===== src/rtl/weight_loader.sv =====
// Write-side master for the 8x8 weight register file: assembles header/payload
// byte frames into single-cycle write or clear strobes and tracks frame/error status.
module weight_loader #(
    parameter int unsigned TIMEOUT_CYCLES = 255
) (
    input  logic       clk,
    input  logic       reset,
    input  logic [7:0] in_data,
    input  logic       in_valid,
    output logic       in_ready,
    input  logic       err_clr,
    output logic       updateWeight,
    output logic       rf_reset,
    output logic [2:0] Addr1,
    output logic [2:0] Addr2,
    output logic [7:0] Data1,
    output logic [7:0] Data2,
    output logic       busy,
    output logic [7:0] frame_count,
    output logic       err_addr,
    output logic       err_timeout
);

    typedef enum logic [2:0] {
        IDLE,
        GET_A,
        GET_B,
        COMMIT,
        CLEAR
    } state_t;

    state_t      state_q, state_d;
    logic [2:0]  addr_a_q, addr_a_d;
    logic [2:0]  addr_b_q, addr_b_d;
    logic [7:0]  data_a_q, data_a_d;
    logic        single_q, single_d;
    logic        discard_q, discard_d;
    logic [15:0] idle_cnt_q, idle_cnt_d;
    logic        upd_q, upd_d;
    logic        rfr_q, rfr_d;
    logic [2:0]  addr1_q, addr1_d;
    logic [2:0]  addr2_q, addr2_d;
    logic [7:0]  data1_q, data1_d;
    logic [7:0]  data2_q, data2_d;
    logic [7:0]  frame_cnt_q, frame_cnt_d;
    logic        err_addr_q, err_addr_d;
    logic        err_to_q, err_to_d;

    logic        ready;
    logic        xfer;
    logic        set_err_addr;
    logic        set_err_to;
    logic        timeout_hit;

    assign ready       = (state_q == IDLE) || (state_q == GET_A) || (state_q == GET_B);
    assign xfer        = in_valid && ready;
    assign timeout_hit = ({1'b0, idle_cnt_q} + 17'd1) >= 17'(TIMEOUT_CYCLES);

    always_comb begin
        state_d      = state_q;
        addr_a_d     = addr_a_q;
        addr_b_d     = addr_b_q;
        data_a_d     = data_a_q;
        single_d     = single_q;
        discard_d    = discard_q;
        idle_cnt_d   = '0;
        upd_d        = 1'b0;
        rfr_d        = 1'b0;
        addr1_d      = addr1_q;
        addr2_d      = addr2_q;
        data1_d      = data1_q;
        data2_d      = data2_q;
        frame_cnt_d  = frame_cnt_q;
        set_err_addr = 1'b0;
        set_err_to   = 1'b0;

        case (state_q)
            IDLE: begin
                if (xfer) begin
                    addr_a_d = in_data[5:3];
                    addr_b_d = in_data[2:0];
                    case (in_data[7:6])
                        2'b01: begin
                            state_d      = GET_A;
                            single_d     = 1'b0;
                            discard_d    = (in_data[5:3] == in_data[2:0]);
                            set_err_addr = (in_data[5:3] == in_data[2:0]);
                        end
                        2'b10: begin
                            state_d     = CLEAR;
                            upd_d       = 1'b1;
                            rfr_d       = 1'b1;
                            frame_cnt_d = frame_cnt_q + 8'd1;
                        end
                        2'b11: begin
                            state_d   = GET_A;
                            single_d  = 1'b1;
                            discard_d = 1'b0;
                        end
                        default: ;
                    endcase
                end
            end
            GET_A: begin
                if (xfer) begin
                    data_a_d = in_data;
                    if (single_q) begin
                        state_d     = COMMIT;
                        upd_d       = 1'b1;
                        addr1_d     = addr_a_q;
                        addr2_d     = addr_a_q;
                        data1_d     = in_data;
                        data2_d     = in_data;
                        frame_cnt_d = frame_cnt_q + 8'd1;
                    end else begin
                        state_d = GET_B;
                    end
                end else if (timeout_hit) begin
                    state_d    = IDLE;
                    set_err_to = 1'b1;
                end else begin
                    idle_cnt_d = idle_cnt_q + 16'd1;
                end
            end
            GET_B: begin
                if (xfer) begin
                    // a conflicting pair still swallows its payload, then drops it
                    if (discard_q) begin
                        state_d = IDLE;
                    end else begin
                        state_d     = COMMIT;
                        upd_d       = 1'b1;
                        addr1_d     = addr_a_q;
                        addr2_d     = addr_b_q;
                        data1_d     = data_a_q;
                        data2_d     = in_data;
                        frame_cnt_d = frame_cnt_q + 8'd1;
                    end
                end else if (timeout_hit) begin
                    state_d    = IDLE;
                    set_err_to = 1'b1;
                end else begin
                    idle_cnt_d = idle_cnt_q + 16'd1;
                end
            end
            COMMIT:  state_d = IDLE;
            CLEAR:   state_d = IDLE;
            default: state_d = IDLE;
        endcase

        err_addr_d = (err_addr_q && !err_clr) || set_err_addr;
        err_to_d   = (err_to_q && !err_clr) || set_err_to;
    end

    always_ff @(posedge clk or negedge reset) begin
        if (!reset) begin
            state_q     <= IDLE;
            addr_a_q    <= '0;
            addr_b_q    <= '0;
            data_a_q    <= '0;
            single_q    <= 1'b0;
            discard_q   <= 1'b0;
            idle_cnt_q  <= '0;
            upd_q       <= 1'b0;
            rfr_q       <= 1'b0;
            addr1_q     <= '0;
            addr2_q     <= '0;
            data1_q     <= '0;
            data2_q     <= '0;
            frame_cnt_q <= '0;
            err_addr_q  <= 1'b0;
            err_to_q    <= 1'b0;
        end else begin
            state_q     <= state_d;
            addr_a_q    <= addr_a_d;
            addr_b_q    <= addr_b_d;
            data_a_q    <= data_a_d;
            single_q    <= single_d;
            discard_q   <= discard_d;
            idle_cnt_q  <= idle_cnt_d;
            upd_q       <= upd_d;
            rfr_q       <= rfr_d;
            addr1_q     <= addr1_d;
            addr2_q     <= addr2_d;
            data1_q     <= data1_d;
            data2_q     <= data2_d;
            frame_cnt_q <= frame_cnt_d;
            err_addr_q  <= err_addr_d;
            err_to_q    <= err_to_d;
        end
    end

    assign in_ready     = ready;
    assign busy         = (state_q != IDLE);
    assign updateWeight = upd_q;
    assign rf_reset     = rfr_q;
    assign Addr1        = addr1_q;
    assign Addr2        = addr2_q;
    assign Data1        = data1_q;
    assign Data2        = data2_q;
    assign frame_count  = frame_cnt_q;
    assign err_addr     = err_addr_q;
    assign err_timeout  = err_to_q;

endmodule


===== config.mk =====
export PLATFORM = sky130hd
export DESIGN_NAME = weight_loader
export DESIGN_NICKNAME = d
export VERILOG_FILES = /design/src/rtl/weight_loader.sv
export SDC_FILE = /design/constraint.sdc
export NUM_CORES = 1
export LEC_CHECK = 0
export BUFFER_PORTS_ARGS = -buffer_cell sky130_fd_sc_hd__buf_2
export CORE_AREA = 2 2 91 93
export DETAILED_ROUTE_END_ITERATION = 8
export DIE_AREA = 0 0 93 95
export RECOVER_POWER = 100
export SLEW_MARGIN = 0
export SYNTH_ARGS = -nofsm -noshare
export SYNTH_HDL_FRONTEND = slang
export SYNTH_SLANG_ARGS = --single-unit

===== constraint.sdc =====
create_clock -name clk -period 5.4 [get_ports clk]
set_clock_uncertainty 0.15 [all_clocks]
set_input_delay 1.08 -clock clk [delete_from_list [all_inputs] [get_ports clk]]
set_output_delay 1.08 -clock clk [all_outputs]
set_load 0.05 [all_outputs]

==> impl_summary.md, run 1 <==
Status
The run finished, with violations left. The checks that failed: capacitance limit, slew limit.

Detailed routing
After detailed routing, the average wire length per cell comes to 13.90 um. The average vias per placed instance is 4.969. The number of DRC violations after detailed routing is 0.

The starting DRC count in detailed routing is 127. The residual antenna-violating net count after detailed routing is 0. The first detailed-routing pass took 5 iterations. The wire length reported by the detailed router is 5907 um. The total number of vias is 2112.

Clock tree
The number of sinks driven by the clock tree is 69. The cell chosen for the clock root is clkbuf_8. The TritonCTS clock tree is yes. The clock latency reported for the late side of the worst-skew pair is 0.34 ns.

In this run, CTS created clock tree buffers numbering 9. Once the clock tree was built, the resizer swapped 0 gates to a different size. The cts-stage hold buffer count is 0.

The total setup buffers inserted after CTS is 0. The clock transition at the register clock pins on the worst setup and hold paths after CTS is 0.07 ns. The maximum root-to-sink buffer count is 2.

The clock tree synthesis step divided the H-tree into 3 levels.

Synth
After synthesis the netlist holds a flip-flop and latch count of 69. The sequential fraction of the synthesis area is 0.5576. Of the total synthesized cell area, the portion taken by AND, OR, NAND and NOR gates is 0.1515. The area of the mapped netlist is 3097 um2. Of the total synthesized cell area, the portion taken by full adders, half adders and majority gates is 0.01212.

By area, the combinational part of the netlist is dominated by simple AND/OR/NAND/NOR gates. The complex-gate fraction of the synthesized area came to 0.06061. Synthesis handed over a netlist of 258 instances. Of the post-synthesis cell area, the part taken by muxes is 0.1370. The count of distinct cell types in the synthesized netlist is 45. During synthesis, Yosys emitted a total of 0 warnings. A synthesized cell averages 12.00 um2. The parity-gate share of the synthesized area counting xor and xnor cells is 0.05374.

Power and ir drop
The static leakage is 1.504 nW. In this run the power density over the cells is 552.3 nW/um2. VDD sags by at most 0.0003401 V.

Timing
For this run, the top clock speed supported by timing is 0.2698 GHz. The actual transition at the worst max-transition pin is 1.859 ns. For the final routed database, the setup TNS stands at 0 ns.

Dividing the final minimum period by the clock period gives 0.6865. The total count of max-transition violations in the final report is 60. Setup violations remaining at the end of the flow were counted as 0. The normalized max-slew margin is -0.2528. The smallest clock period supported by the final layout is computed as 3.707 ns. The count of final hold-check violations was 0.

Setup repair after global routing left no endpoint under its margin.

Cells and area
The proportion of layout cells with a drive suffix above 1 is 0.1813. The most common library cell in the layout ignoring fill and taps is dfrtp_1. The number of filler cells placed in the layout is 784. After the last flow step, the layout net total stands at 330. The library cells used most frequently in the layout, excluding fill and tap cells, are dfrtp_1 (69), clkbuf_1 (37), mux2_2 (27). The number of antenna diodes in the final layout is 0. The post-route non-filler standard cell count is 425.

Relative to the synthesized area, the layout overhead comes to 14.79%.

Critical path
In this run the critical register-to-register path is launched from state_q[1]. The worst setup path is of the in -> reg kind. STA classifies the critical path startpoint as a primary input.

The worst-path maximum fanout is 10. STA puts the critical path data required time at 5.48 ns. The origin of the worst setup path is in_valid. The endpoint class of the critical path is a register.

At the worst endpoint, the arrival time is 3.79 ns. Measured in cells, the most critical reg-to-reg path has a length of 7.

Place
Buffers placed on the I/O ports in this run total 47. The final weighted congestion in routability-driven placement is 0.7099. Detailed placement finished with a half-perimeter wire length of 4071 um. The number of cells in the design after placement is 409.

Floorplan
The floorplan die area is 8835 um2. The I/O pin count is 48. From left edge to right edge, the die measures 93 um.

The number of cell rows is 33. The floorplan step defined a core boundary enclosing 7928 um2. The initial standard-cell utilization of the core is 0.3906. The vertical extent of the die is 95 um.

GRT
The overflow left after global routing is 0. The number of antenna violations at the first check in global routing is 0. The number of global-route vias before repair was 2010. The first-pass GRT wire length is 9825 um. The total track usage is 0.1466. Entering global routing, the biggest net connects 42 pins.

Job
Across the run, the number of max-cap violations was 3.

Hold path
Counting instances, the worst hold path has a depth of 1. The type of the most critical hold path is reg -> reg. The hold path startpoint is frame_count[7].
## critical path: stages
cell      delay, ns
clkbuf_1       0.26
nor4b_1        1.37
and3b_1        0.34
nand2b_1       0.25
and3_4         0.24
nand4_1        0.12
xnor2_1        0.14
## path summary, 6_finish.rpt
| check | endpoint | slack, ns |
|---|---|---|
| worst max-delay path | frame_count[6] | 1.69 |
| worst min-delay path | frame_count[7] | 0.33 |
| worst max register to register | frame_count[7] | 1.97 |
| worst min register to register | frame_count[7] | 0.33 |
| max in group asynchronous | frame_count[6] | 2.90 |
| min in group asynchronous | Data1[7] | 0.94 |
## stage by stage
| step | worst slack (ns) | total power, W | cell area (um2) | utilization | hold WS [ns] |
|---|---|---|---|---|---|
| after floorplan | 2.736 | 0.001457 | 3123 | - | 0.2975 |
| after global placement | 2.464 | 0.001637 | 3447 | 0.4348 | 0.3116 |
| after detailed placement | 2.382 | 0.001649 | 3447 | 0.4348 | 0.3138 |
| after CTS | 2.670 | 0.002031 | 3622 | 0.4569 | 0.3283 |
| after global routing | 1.304 | 0.002087 | 3555 | 0.4484 | 0.3623 |
| final | 1.693 | 0.001963 | 3555 | 0.4484 | 0.3295 |
## cells in the mapped netlist
master | n | area, um2
and2_1 | 1 | 6.260
nand2b_1 | 2 | 12.51
buf_6 | 3 | 33.78
a31oi_1 | 1 | 6.260
o21a_1 | 1 | 7.510
o21ai_0 | 14 | 70.07
and4b_1 | 1 | 10.01
or3b_2 | 1 | 8.760
a22o_1 | 3 | 26.28
or3_1 | 3 | 18.77
nor3_1 | 4 | 20.02
nor2b_1 | 1 | 6.260
nand2b_2 | 1 | 8.760
and3_1 | 2 | 12.51
nand3_1 | 6 | 30.03
and3_4 | 1 | 11.26
nand4_1 | 12 | 75.07
clkbuf_1 | 5 | 18.77
nor2_1 | 13 | 48.80
and4_1 | 1 | 8.760
mux2_2 | 27 | 304.0
a21oi_1 | 3 | 15.01
xnor2_1 | 12 | 105.1
inv_1 | 5 | 18.77
or2b_1 | 1 | 7.510
nor4b_4 | 1 | 23.77
buf_2 | 2 | 10.01
o211ai_1 | 2 | 15.01
and2b_1 | 1 | 7.510
xor2_1 | 7 | 61.31
and4bb_2 | 1 | 12.51
ha_1 | 3 | 37.54
conb_1 | 1 | 3.750
nor4_1 | 2 | 12.51
a211o_1 | 1 | 8.760
mux2i_1 | 12 | 120.1
o311ai_0 | 1 | 8.760
nor3b_1 | 3 | 22.52
a22oi_1 | 1 | 7.510
o22ai_1 | 1 | 6.260
and3b_1 | 3 | 26.28
nand2_1 | 21 | 78.83
dfrtp_1 | 69 | 1727
a21boi_0 | 1 | 7.510
o21ai_2 | 1 | 8.760
## logic make-up after synthesis
family	after synthesis
flops	69
compound gates	30
simple gates	82
other cells	1
buf+inv	15
fa+ha+maj	3
mux	39
xor+xnor	19
## registers in the layout, summed over array words and instances (netlist names), 3 cells and up
name and flops:
idle_cnt_q 16, Data1 8, Data2 8, data_a_q 8
frame_count 8, Addr1 3, Addr2 3, addr_a_q 3
addr_b_q 3, state_q 3
## report_power, final
| group | total (W) | leakage (nW) | internal, W | switching, W |
|---|---|---|---|---|
| clock | 0.000373 | 0.0856 | 0.000168 | 0.000205 |
| sequential | 0.000802 | 0.863 | 0.000687 | 0.000115 |
| combinational | 0.000788 | 0.556 | 0.000222 | 0.000566 |
| total | 0.00196 | 1.50 | 0.00108 | 0.000887 |
## layer usage
metal,share of wire,track usage,vias up
li1,-,-,1025
met1,0.48,0.1963,1036
met2,0.45,0.2198,41
met3,0.047,0.05188,10
met4,0.017,0.05515,0
met5,0,0,-
## layout make-up
class	instances	area, um2	share of cell area
inverter	5	18.77	0.005280
clock inverter	7	51.30	0.01443
timing repair buffer	49	203.9	0.05737
multi-input combinational	181	1299	0.3654
tap	105	131.4	0.03696
clock buffer	9	123.9	0.03485
sequential	69	1727	0.4857
Power figures use the tool's default switching activity.
==> run 2, diff against run 1 <==
==> constraint.sdc (replaced) <==
create_clock -name clk -period 3.52 [get_ports clk]
set_clock_uncertainty 0.15 [all_clocks]
set_input_delay 0.704 -clock clk [delete_from_list [all_inputs] [get_ports clk]]
set_output_delay 0.704 -clock clk [all_outputs]
set_load 0.05 [all_outputs]
==> impl_summary.md, run 2 (synthesis gave the netlist of run 1 again) <==
Clock tree
The post-cts gate resize count is 0 (unchanged). The maximum root-to-sink buffer count is 2 (unchanged). The TritonCTS clock tree is yes (unchanged). The cts-stage hold buffer count is 0 (unchanged). The cell chosen for the clock root is clkbuf_8 (unchanged). The number of sinks driven by the clock tree was 69 (unchanged).

The number of buffers created by CTS is 9 (unchanged). The H-tree depth is 3 (unchanged). The clock latency reported for the late side of the worst-skew pair was 0.34 ns (about the same). The clock transition at the register clock pins on the worst setup and hold paths after CTS came to 0.08 ns (was 0.07 ns). The total setup buffers inserted after CTS was 0 (unchanged).

GRT
The total track usage was 0.1449 (was 0.1466). The maximum number of pins on one net before global-route repair is 38 (was 42). The number of antenna violations at the first check in global routing came to 0 (unchanged). The overflow left after global routing is 0 (unchanged).

The number of global-route vias before repair came to 2125 (was 2010). The first-pass GRT wire length is 10020 um (was 9825 um).

Timing
The routed design could run at a clock period as short as 2.475 ns. The count of final hold-check violations came to 0 (unchanged). The final critical-path share of the clock period is 0.7032.

The actual transition at the worst max-transition pin was 2.019 ns (was 1.859 ns). The worst-case hold slack is 0.3232 ns (was 0.3295 ns). Unrepaired setup endpoints after global routing: false (unchanged). The achievable clock frequency is 0.4040 GHz. The total count of max-transition violations in the final report is 38 (was 60). The normalized max-slew margin was -0.3458 (was -0.2528). The final count of negative-setup-slack endpoints is 0 (unchanged). The total negative setup slack is 0 ns (unchanged).

Power and ir drop
The static leakage came to 1.534 nW (was 1.504 nW). The peak ir drop on the vdd network is 0.0005701 V (was 0.0003401 V). The areal power density over the cells is 856.3 nW/um2 (was 552.3 nW/um2). The post-layout total power is 0.003081 W (was 0.001963 W).

Cells and area
The share of the core filled with cells was 0.4539 (was 0.4484). The area occupied by multi-input gates is 1313 um2 (was 1299 um2). The antenna diode count is 0 (unchanged).

The most flop-heavy register was idle_cnt_q (unchanged). The flip-flop count of the largest register after layout is 16 (unchanged). The final net count is 332 (was 330). Leading cell types in the layout, fill and taps excluded: dfrtp_1 (69), clkbuf_1 (39), mux2_2 (27) (was dfrtp_1 (69), clkbuf_1 (37), mux2_2 (27)). The design area came to 3598 um2 (was 3555 um2). The proportion of layout cells with a drive suffix above 1 was 0.1832 (was 0.1813). The area growth from synthesis to layout is 16.20% (was 14.79%). The number of filler cells placed in the layout is 789 (was 784). The total area of sequential cells was 1727 um2 (unchanged).

The most common library cell in the layout ignoring fill and taps is dfrtp_1 (unchanged).

Place
The detailed placer's ending HPWL was 4127 um (was 4071 um). The total placed instance area is 3462 um2 (was 3447 um2). The count of input and output buffers was 47 (unchanged).

The final weighted congestion in routability-driven placement is 0.7523 (was 0.7099).

Detailed routing
The total number of vias was 2146 (was 2112). The number of DRC violations after detailed routing is 0 (unchanged). The residual antenna-violating net count after detailed routing is 0 (unchanged). The number of detailed-routing iterations run before antenna repair was 4 (was 5). The wire length reported by the detailed router came to 5891 um (was 5907 um). The average vias per placed instance is 5.026 (was 4.969). The starting DRC count in detailed routing is 70 (was 127). The average wire per standard cell came to 13.80 um (was 13.90 um).

Critical path
The class of the most critical setup path is reg -> reg (was in -> reg). The endpoint class of the critical path is a register (unchanged). The worst-path maximum fanout is 8 (was 10). The critical path arrival is 2.59 ns (was 3.79 ns). The required time of the critical path is 3.63 ns (was 5.48 ns). The kind of start point of the critical path is a register (was primary input).

Floorplan
The I/O pin count came to 48 (unchanged). The vertical extent of the die was 95 um (unchanged). The number of cell rows is 33 (unchanged). The die width is 93 um (unchanged). The initial standard-cell utilization of the core is 0.3906 (unchanged). The floorplan die area is 8835 um2 (unchanged).

The placeable core area was 7928 um2 (unchanged).

Status
Result of the run: finished with violations (unchanged). Failing checks: capacitance limit, slew limit (unchanged).

Hold path
The type of the most critical hold path is reg -> reg (unchanged).

Job
The count of maximum capacitance violations is 1 (was 3).
-- run 2: cell count changes in the layout (fill, tap and decap cells not counted), sizes merged --
cell,change
clkinvlp,-2
buf,+1
bufinv,+1
clkbuf,+3
inv,-1
-- run 2: final cells by class --
class / instances / area share
Sequential cell: 69 / 0.4798
Multi-Input combinational cell: 181 / 0.3647
Timing Repair Buffer: 51 / 0.06015
Clock buffer: 11 / 0.03651
Tap cell: 105 / 0.03651
Clock inverter: 5 / 0.01704
Inverter: 5 / 0.005216
-- run 2: per-stage QoR --
stage | setup WS (ns) | std cells
final | 1.045 | 427
after global routing | 0.5527 | 427
after CTS | 1.039 | 427
after detailed placement | 0.8614 | 411
after global placement | 0.9450 | 411
after floorplan | 1.232 | 265
-- run 2: critical path: stages (launching register included) --
cell     delay, ns
dfrtp_1       0.46
ha_1          0.29
nand3_1       0.22
nor2_1        0.12
or3_1         0.31
a22oi_1       0.27
nand4_1       0.36
a21oi_1       0.22
-- run 2: worst paths after layout --
path,slack [ns],endpoint,startpoint,cells after the start
hold reg to reg,0.32,frame_count[7],frame_count[7],1
max in group asynchronous,1.07,idle_cnt_q[15],reset,2
min in group asynchronous,0.79,addr_a_q[1],reset,1
hold / removal,0.32,frame_count[7],frame_count[7],1
setup / recovery,1.04,idle_cnt_q[2],idle_cnt_q[0],7
setup reg to reg,1.04,idle_cnt_q[2],idle_cnt_q[0],7
-- run 2: power breakdown --
group / switching (W) / total (W) / internal (W)
clock: 0.000299 / 0.000630 / 0.000330
sequential: 0.000177 / 0.00123 / 0.00105
combinational: 0.000876 / 0.00122 / 0.000344
total: 0.00135 / 0.00308 / 0.00173
-- run 2: routing by layer --
layer  wire length [um]  up-vias  GRT usage  part of all wire
met5                  0        -          0                 0
met4                 60        0    0.04412             0.010
met3                320        5    0.05028             0.054
met2               2732       45     0.2252              0.46
met1               2777     1075     0.1919              0.47
li1                   -     1021          -                 -
==> run 3, diff against run 2 <==
==> constraint.sdc (replaced) <==
create_clock -name clk -period 2 [get_ports clk]
set_clock_uncertainty 0.15 [all_clocks]
set_input_delay 0.4 -clock clk [delete_from_list [all_inputs] [get_ports clk]]
set_output_delay 0.4 -clock clk [all_outputs]
set_load 0.05 [all_outputs]
==> impl_summary.md, run 3 (synthesis gave the netlist of run 1 again) <==
Floorplan
The placeable core area is 7928 um2 (unchanged). The vertical extent of the die is 95 um (unchanged). The I/O pin count is 48 (unchanged). The die width is 93 um (unchanged). The initial standard-cell utilization of the core is 0.3906 (unchanged). The number of cell rows is 33 (unchanged). The floorplan die area is 8835 um2 (unchanged).

Place
The count of input and output buffers is 47 (unchanged). The detailed placer's ending HPWL is 4294 um (was 4127 um). The worst setup slack before clock tree synthesis came to -0.07973 ns (was 0.8614 ns). The final weighted congestion in routability-driven placement is 0.7919 (was 0.7523).

Timing
The worst-case hold slack came to 0.1150 ns (was 0.3232 ns). Derived from the worst setup path, the maximum achievable clock frequency is 0.5041 GHz. Unrepaired setup endpoints after global routing: true (was false).

The normalized max-slew margin is 0.2920 (was -0.3458). The count of final hold-check violations is 0 (unchanged). The final count of negative-setup-slack endpoints is 0 (unchanged). The clock period minus final worst setup slack is 1.984 ns. The actual transition at the worst max-transition pin is 1.062 ns (was 2.019 ns). The total count of max-transition violations in the final report is 0 (was 38).

The final worst-path setup slack is 0.01632 ns (was 1.045 ns). Dividing the final minimum period by the clock period gives 0.9918.

GRT
The first-pass GRT wire length is 10110 um (was 10020 um). The number of antenna violations at the first check in global routing is 0 (unchanged). The maximum number of pins on one net before global-route repair came to 30 (was 38). The number of global-route vias before repair came to 2092 (was 2125). The overflow left after global routing is 0 (unchanged). The total track usage is 0.1485 (was 0.1449).

Critical path
The kind of start point of the critical path is a register (unchanged). The depth of the worst register-to-register path was 8 (was 7). The startpoint of the lowest-slack register-to-register path is idle_cnt_q[0] (unchanged). The endpoint class of the critical path was a primary output (was register). The class of the most critical setup path was reg -> out (was reg -> reg). The worst-path maximum fanout came to 7 (was 8). The critical register-to-register path endpoint was idle_cnt_q[2] (unchanged). The critical path arrival came to 1.43 ns (was 2.59 ns).

The required time of the critical path is 1.45 ns (was 3.63 ns). The internal reg-to-reg setup slack came to 0.03 ns (was 1.04 ns).

Clock tree
The clock latency reported for the late side of the worst-skew pair is 0.34 ns (about the same). The maximum root-to-sink buffer count is 2 (unchanged). The number of buffers created by CTS is 9 (unchanged).

The cell chosen for the clock root is clkbuf_8 (unchanged). The H-tree depth is 3 (unchanged). The number of sinks driven by the clock tree is 69 (unchanged). The TritonCTS clock tree is yes (unchanged). The clock transition at the register clock pins on the worst setup and hold paths after CTS was 0.07 ns (was 0.08 ns).

Cells and area
The most flop-heavy register is idle_cnt_q (unchanged). The most common library cell in the layout ignoring fill and taps is dfrtp_1 (unchanged). The total area of sequential cells is 1730 um2 (was 1727 um2). The final net count is 358 (was 332). Leading cell types in the layout, fill and taps excluded: dfrtp_1 (66), clkbuf_1 (35), mux2_2 (27) (was dfrtp_1 (69), clkbuf_1 (39), mux2_2 (27)). The area occupied by multi-input gates is 1410 um2 (was 1313 um2). The area growth from synthesis to layout came to 28.81% (was 16.20%). The number of filler cells placed in the layout is 733 (was 789).

The flip-flop count of the largest register after layout was 16 (unchanged). The antenna diode count is 0 (unchanged). The proportion of layout cells with a drive suffix above 1 is 0.3103 (was 0.1832).

Detailed routing
The wire length reported by the detailed router is 6263 um (was 5891 um). The residual antenna-violating net count after detailed routing is 0 (unchanged). The total number of vias is 2175 (was 2146). The average vias per placed instance is 4.801 (was 5.026). The starting DRC count in detailed routing is 81 (was 70). The number of detailed-routing iterations run before antenna repair was 4 (unchanged).

The average wire per standard cell is 13.83 um (was 13.80 um). The number of DRC violations after detailed routing is 0 (unchanged).

Power and ir drop
The peak ir drop on the vdd network was 0.0007519 V (was 0.0005701 V). The areal power density over the cells is 1480 nW/um2 (was 856.3 nW/um2). The static leakage is 1.709 nW (was 1.534 nW).

Hold path
The cell depth of the worst min-delay path was 2 (was 1). The hold path startpoint is err_clr (was frame_count[7]). The end point of the worst hold path was err_addr (was frame_count[7]). The type of the most critical hold path was in -> reg (was reg -> reg).

Job
The count of maximum capacitance violations is 0 (was 1).

Status
Result of the run: complete, no violations (was finished with violations).
## run 3: cell count changes in the layout (fill, tap and decap cells not counted), sizes merged
cell / before / now
buf: 13 / 40
bufinv: 1 / 3
clkbuf: 49 / 47
clkinv: 4 / 2
dlygate4sd3: 0 / 1
## run 3: layer usage
metal	wire length (um)	vias up	GRT usage
met5	0	-	0
met4	90	0	0.05515
met3	300	7	0.05188
met2	2951	37	0.2277
met1	2921	1055	0.1952
li1	-	1076	-
## run 3: where the power goes
part,internal (W),switching [W]
logic,0.000745,0.00162
clock network,0.000867,0.000531
registers,0.00186,0.000285
## run 3: worst max path at each step
stage                        startpoint              to  depth (start not counted)
after global routing         state_q[1]  frame_count[5]                          7
after global placement    idle_cnt_q[0]   idle_cnt_q[3]                          8
final                        state_q[2]            busy                          3
after CTS                    state_q[2]            busy                          3
after floorplan              state_q[0]  frame_count[5]                          8
after detailed placement  idle_cnt_q[0]   idle_cnt_q[3]                          8
## run 3: area by class of cell
type	count	share of cell area
sequential	69	0.4338
multi-input combinational	181	0.3535
clock inverter	5	0.02698
clock buffer	11	0.03545
tap	105	0.03294
inverter	5	0.004705
timing repair buffer	77	0.1126
## run 3: per-stage QoR
stage	power, W	utilization	area [um2]	std cells	TNS, ns
final	0.005903	0.5032	3989	453	0
after global routing	0.006249	0.5032	3989	453	-0.7508
after CTS	0.005995	0.4967	3938	449	-0.006972
after detailed placement	0.004521	0.4585	3635	429	-0.6127
after global placement	0.004475	0.4585	3635	429	-0.2621
after floorplan	0.003935	-	3136	265	-0.4968
## run 3: worst max-delay path, cell delays in order, from the launching register on
cell and delay [ns]:
dfrtp_1 0.38, buf_4 0.16, or3_4 0.40, buf_6 0.16
## run 3: what timing repair did
item / in CTS / in global routing
buffers inserted: 3 / 4
endpoints found under the setup margin: 12 / 21
resized for setup: 8 / 21
hold endpoints to repair: 17 / 0
pin swaps: 0 / 9
hold buffers: 1 / 0
